File: src/rtl/ex_mem_pipe_stage_pkg.sv
// Shared types and default widths for the EX/MEM pipeline stage and its storage slots.
package ex_mem_pipe_stage_pkg;

  localparam int DEF_WB_W   = 2;
  localparam int DEF_M_W    = 2;
  localparam int DEF_DATA_W = 32;
  localparam int DEF_REG_W  = 5;

  // Field order matches the flat vector the stage stores: control bits sit at the top.
  typedef struct packed {
    logic [DEF_WB_W-1:0]   wb;
    logic [DEF_M_W-1:0]    m;
    logic [DEF_DATA_W-1:0] result;
    logic [DEF_DATA_W-1:0] write_data;
    logic [DEF_REG_W-1:0]  rd;
    logic [DEF_REG_W-1:0]  rt;
  } payload_t;

  typedef enum logic [1:0] {
    EMPTY = 2'd0,
    FULL  = 2'd1,
    SKID  = 2'd2
  } state_e;

endpackage

File: src/rtl/ex_mem_pipe_stage_slot.sv
// One payload-wide storage entry; the top CTRL_W bits can be cleared without touching the data bits.
module pipe_skid_slot
  import ex_mem_pipe_stage_pkg::*;
#(
  parameter int W      = $bits(payload_t),
  parameter int CTRL_W = DEF_WB_W + DEF_M_W
) (
  input  logic         clk,
  input  logic         rst,
  input  logic         load,
  input  logic         clr_ctrl,
  input  logic [W-1:0] d,
  output logic [W-1:0] q
);

  logic [W-1:0] q_q;
  logic [W-1:0] q_d;

  always_comb begin
    q_d = q_q;
    if (clr_ctrl) begin
      q_d[W-1 -: CTRL_W] = '0;
    end else if (load) begin
      q_d = d;
    end
  end

  always_ff @(posedge clk or negedge rst) begin
    if (!rst) begin
      q_q <= '0;
    end else begin
      q_q <= q_d;
    end
  end

  assign q = q_q;

endmodule

File: src/rtl/ex_mem_pipe_stage.sv
// EX/MEM pipeline register with valid/ready handshake, two-entry skid storage,
// synchronous flush and a saturating stall-cycle counter.
module ex_mem_pipe_stage
  import ex_mem_pipe_stage_pkg::*;
#(
  parameter int WB_W        = DEF_WB_W,
  parameter int M_W         = DEF_M_W,
  parameter int DATA_W      = DEF_DATA_W,
  parameter int REG_W       = DEF_REG_W,
  parameter int STALL_CNT_W = 16
) (
  input  logic                   clk,
  input  logic                   rst,
  input  logic                   flush,
  input  logic                   in_valid,
  output logic                   in_ready,
  input  logic [WB_W-1:0]        wbIn,
  input  logic [M_W-1:0]         mIn,
  input  logic [DATA_W-1:0]      resultIn,
  input  logic [DATA_W-1:0]      writeDataIn,
  input  logic [REG_W-1:0]       registerRdIn,
  input  logic [REG_W-1:0]       registerRtIn,
  output logic                   out_valid,
  input  logic                   out_ready,
  output logic [WB_W-1:0]        wbOut,
  output logic [M_W-1:0]         mOut,
  output logic [DATA_W-1:0]      resultOut,
  output logic [DATA_W-1:0]      writeDataOut,
  output logic [REG_W-1:0]       registerRdOut,
  output logic [REG_W-1:0]       registerRtOut,
  output logic [STALL_CNT_W-1:0] stall_cnt
);

  localparam int CTRL_W = WB_W + M_W;
  localparam int PAY_W  = CTRL_W + 2 * DATA_W + 2 * REG_W;

  state_e state_q, state_d;
  logic   accept, consume;
  logic   main_load, main_from_skid, skid_load, main_clr;

  logic [PAY_W-1:0] in_pay, main_in_pay, main_pay, skid_pay;
  logic [WB_W-1:0]  main_wb;
  logic [M_W-1:0]   main_m;

  logic [STALL_CNT_W-1:0] stall_cnt_q, stall_cnt_d;

  // Ready depends only on registered state, so MEM back-pressure never reaches EX combinationally.
  assign in_ready  = (state_q != SKID);
  assign out_valid = (state_q != EMPTY);
  assign accept    = in_valid & in_ready;
  assign consume   = out_valid & out_ready;

  assign in_pay      = {wbIn, mIn, resultIn, writeDataIn, registerRdIn, registerRtIn};
  assign main_in_pay = main_from_skid ? skid_pay : in_pay;

  always_comb begin
    state_d        = state_q;
    main_load      = 1'b0;
    main_from_skid = 1'b0;
    skid_load      = 1'b0;
    main_clr       = 1'b0;
    if (flush) begin
      state_d  = EMPTY;
      main_clr = 1'b1;
    end else begin
      case (state_q)
        EMPTY: begin
          if (accept) begin
            main_load = 1'b1;
            state_d   = FULL;
          end
        end
        FULL: begin
          if (accept && consume) begin
            main_load = 1'b1;
          end else if (consume) begin
            state_d = EMPTY;
          end else if (accept) begin
            skid_load = 1'b1;
            state_d   = SKID;
          end
        end
        SKID: begin
          if (consume) begin
            main_load      = 1'b1;
            main_from_skid = 1'b1;
            state_d        = FULL;
          end
        end
        default: state_d = EMPTY;
      endcase
    end
  end

  always_ff @(posedge clk or negedge rst) begin
    if (!rst) begin
      state_q <= EMPTY;
    end else begin
      state_q <= state_d;
    end
  end

  pipe_skid_slot #(.W(PAY_W), .CTRL_W(CTRL_W)) u_main (
    .clk      (clk),
    .rst      (rst),
    .load     (main_load),
    .clr_ctrl (main_clr),
    .d        (main_in_pay),
    .q        (main_pay)
  );

  // Skid contents are simply abandoned on flush; its valid bit is the state encoding.
  pipe_skid_slot #(.W(PAY_W), .CTRL_W(CTRL_W)) u_skid (
    .clk      (clk),
    .rst      (rst),
    .load     (skid_load),
    .clr_ctrl (1'b0),
    .d        (in_pay),
    .q        (skid_pay)
  );

  assign {main_wb, main_m, resultOut, writeDataOut, registerRdOut, registerRtOut} = main_pay;

  // Bubbles carry zero control so they can never write the register file or memory.
  assign wbOut = out_valid ? main_wb : '0;
  assign mOut  = out_valid ? main_m  : '0;

  always_comb begin
    stall_cnt_d = stall_cnt_q;
    if (out_valid && !out_ready && (stall_cnt_q != {STALL_CNT_W{1'b1}})) begin
      stall_cnt_d = stall_cnt_q + 1'b1;
    end
  end

  always_ff @(posedge clk or negedge rst) begin
    if (!rst) begin
      stall_cnt_q <= '0;
    end else begin
      stall_cnt_q <= stall_cnt_d;
    end
  end

  assign stall_cnt = stall_cnt_q;

endmodule

File: config.mk
export PLATFORM = sky130hd
export DESIGN_NAME = ex_mem_pipe_stage
export DESIGN_NICKNAME = d
export VERILOG_FILES = /design/src/rtl/ex_mem_pipe_stage_pkg.sv /design/src/rtl/ex_mem_pipe_stage_slot.sv /design/src/rtl/ex_mem_pipe_stage.sv
export SDC_FILE = /design/constraint.sdc
export NUM_CORES = 1
export LEC_CHECK = 0
export CAP_MARGIN = 20
export CORE_AREA = 3 3 159 114
export DETAILED_ROUTE_END_ITERATION = 10
export DIE_AREA = 0 0 162 117
export GPL_ROUTABILITY_DRIVEN = 0
export PLACE_DENSITY = 0.76
export SYNTH_ARGS = -nofsm -noshare
export SYNTH_HDL_FRONTEND = slang
export SYNTH_SLANG_ARGS = --single-unit
File: constraint.sdc
create_clock -name clk -period 3.5 [get_ports clk]
set_input_delay 0.525 -clock clk [delete_from_list [all_inputs] [get_ports clk]]
set_output_delay 0.525 -clock clk [all_outputs]
set_load 0.05 [all_outputs]
==> metrics.yaml <==
cts:
  worstSkewPairLatency_ps: 420
  cts_sinks: 174
  clkTransAtPathRegs_ps: 60
  cts_resized: 0
  clock_tree.buffer_depth: 2
  numCtsBuffers: 17
  postCtsHoldBufs: 0
  tritoncts_clock_tree: "done"
  htree_depth: 4
  clk_root_buffer_cell: "sky130_fd_sc_hd__clkbuf_16"
  cts.repair_timing.setup_buffer_count: 0
sta:
  max_slew_margin: 0.448
  highest_clock_rate_mhz: 404
  tns_ps: 0
  timing.final.crit_share: 0.708
  finClkSkew_ps: 11.5
  rsz_0062_raised_after_global_routing: "no"
  tightest_slew_ps: 828
  timing_max_transition_violations_final: 0
  hold_viol_final: 0
  fin_worst_hold_slack_ps: 50.5
  report.final.setup_viol: 0
  timing.final.crit_period_ps: 2480
power:
  power_mw: 6.51
  p_sw_mw: 2.13
  power_per_cell_area_nw_per_um2: 641
  power_switching_share: 0.328
  seq_power_share: 0.422
  max-vdd-ir-drop_mv: 0.318
  share_comb_of_total_power: 0.277
  p_int_mw: 4.38
  share_clk_of_total_power: 0.301
  total_leakage_power_nw: 4.04
setup_path:
  cp_top_family: "buffers and inverters"
  cp_slowest_stage_delay_ps: 710
  number_of_cells_on_the_worst_reg_to_reg_path: 5
  worst_path_max_delay_cell: "sky130_fd_sc_hd__clkdlybuf4s50_1"
  crit-reg2reg-launch: "state_q[1]"
  critical_path.cell_chain: "nor2_1, nor2b_1, clkdlybuf4s50_1"
  worst_setup_path_end_kind: "output port"
  max_fo_critical_path: 6
  ff2ff_setup_slack_ps: 1490
  critical_path_buf_inv_count: 1
  regToRegEndpoint: "u_main.q[9]"
  worstPathArrival_ps: 1950
  crit_type: "reg -> out"
  kind_of_launch_point_of_the_worst_setup_path: "flip-flop"
  worstPathRequired_ps: 2970
detailed_routing:
  detail_route_antenna_nets: 0
  drcViolationCount: 0
  detail_route.vias_per_cell: 5.45
  drt-pass1-iter-count: 5
  top_layer_used: "met4"
  dr_wl_met3_um: 1330
  totalWireLength_um: 18600
  drt_iter0_markers: 339
  vias: 5476
  routed_wire_per_std_cell_um: 18.6
  met1_length_um: 8690
  detail_route_met2_wl_um: 8440
global_route:
  grt_antenna_before_repair: 0
  grt.total_usage: 0.202
  grt_first_pass_wirelength_um: 29900
  grt_pass1_vias: 5701
  grt-ovfl-total: 0
  largest_net_degree_at_the_start_of_global_routing: 88
cells_and_area:
  stdcell_area_um2: 10200
  finish.utilization: 0.616
  syn_to_final_growth_pct: 24.5
  post_route_cells_drive_above_1_share: 0.176
  antennaDiodeCount: 0
  fillerInstances: 1305
  num-nets-final: 851
floorplanning:
  die_w_um: 162
  floorplan.die_area_um2: 19000
  start_util: 0.494
  core-area_um2: 16500
  io_count: 179
  row_count: 39
  chipHeight_um: 117
yosys:
  syn-instance-count: 679
  syn_area_per_cell_um2: 12.0
  synth_cell_types: 33
  synth_enable_flop_cells: 0
  register_area_share_after_synthesis: 0.534
  synth-warning-count: 0
  async_reset_ff_frac: 1.00
  mappedNetlistNets: 763
  synth_seq_cells: 174
  synth_flop_cell: "sky130_fd_sc_hd__dfrtp_1"
  cell_area_after_technology_mapping_um2: 8160
placed_design:
  placed_area_um2: 9540
  place.port_buffers: 178
  hpwlAfterDp_um: 12200
status:
  outcome: "completed"
run:
  max_cap_viol_count: 0
hold_path:
  hold_crit_class: "in -> async"
## final cells by class
cell class / instances / area [um^2] / share of cell area
sequential: 174 / 4350 / 0.429
multi-input combinational: 384 / 3010 / 0.296
timing repair buffer: 188 / 1890 / 0.186
clock buffer: 21 / 480 / 0.0473
tap: 225 / 282 / 0.0277
clock inverter: 10 / 135 / 0.0133
inverter: 2 / 7.51 / 0.000739
## power by group through the flow
stage	clock [mW]	combinational [mW]	sequential, mW
after detailed placement	0	1.82	2.78
after global routing	2.09	1.92	2.80
after global placement	0	1.78	2.75
after floorplan	0	1.27	2.82
after CTS	2.01	1.82	2.75
final	1.96	1.81	2.75
## logic make-up (layout without fill, tap and decap cells)
| logic type | Yosys count | in the layout | synth area share |
|---|---|---|---|
| AO/OA/AOI/OAI | 151 | 151 | 0.0951 |
| adder cells (fa/ha/maj) | 1 | 1 | 0.00153 |
| AND/OR/NAND/NOR | 55 | 55 | 0.0433 |
| buffers and inverters | 121 | 221 | 0.0986 |
| XOR/XNOR | 16 | 16 | 0.0172 |
| multiplexers | 161 | 161 | 0.210 |
| flip-flops | 174 | 174 | 0.534 |
## worst max-delay path by stage
stage | depth (start not counted) | start | end | slack [ps]
2_1_floorplan | 6 | stall_cnt[0] | stall_cnt[2] | 1420
3_3_place_gp | 6 | out_ready | u_main.q[0] | 890
3_5_place_dp | 6 | out_ready | u_main.q[9] | 760
4_1_cts | 3 | state_q[1] | mOut[1] | 990
5_1_grt | 3 | state_q[1] | mOut[1] | 920
6_report | 3 | state_q[1] | wbOut[1] | 1020
## sequential cells by signal, indices dropped and copies added, names as in the netlist
register / flops
u_main.q: 78
u_skid.q: 78
stall_cnt: 16
state_q: 2
## layout by cell type (no fill, tap or decap), drive strengths merged, types with 3 or more instances in the layout
master           n
nand3            4
buf             12
nor2             7
nor3b            3
o21ai          148
nand2            8
bufinv           3
nor2b            5
clkdlybuf4s50  176
nor3             7
clkbuf          21
xor2            16
clkinv           5
nand4            4
mux2i           78
nor4             7
dfrtp          174
inv              3
mux2            83
## layer usage
metal  vias up  global-route usage
li1       2497                   -
met1      2780               0.275
met2       180               0.309
met3        19              0.0682
met4         0              0.0670
met5         -                   0
## Yosys cell counts (5+ instances only)
library cell,number,area [um^2]
sky130_fd_sc_hd__clkbuf_1,18,67.6
sky130_fd_sc_hd__buf_2,16,80.1
sky130_fd_sc_hd__dfrtp_1,174,4350
sky130_fd_sc_hd__mux2i_1,78,781
sky130_fd_sc_hd__o21ai_0,88,440
sky130_fd_sc_hd__nor2_1,7,26.3
sky130_fd_sc_hd__mux2_2,83,935
sky130_fd_sc_hd__nor4_2,5,62.6
sky130_fd_sc_hd__nand2_1,8,30.0
sky130_fd_sc_hd__o21ai_1,60,300
sky130_fd_sc_hd__nor3_1,7,35.0
sky130_fd_sc_hd__xor2_1,16,140
sky130_fd_sc_hd__buf_4,82,616
## metrics by stage
stage	worst slack, ps	std cells
after global placement	892	973
final	1020	1004
after floorplan	1420	679
after global routing	922	1004
after detailed placement	761	973
after CTS	993	1004
Note: power is estimated with default switching activity, not from simulation.
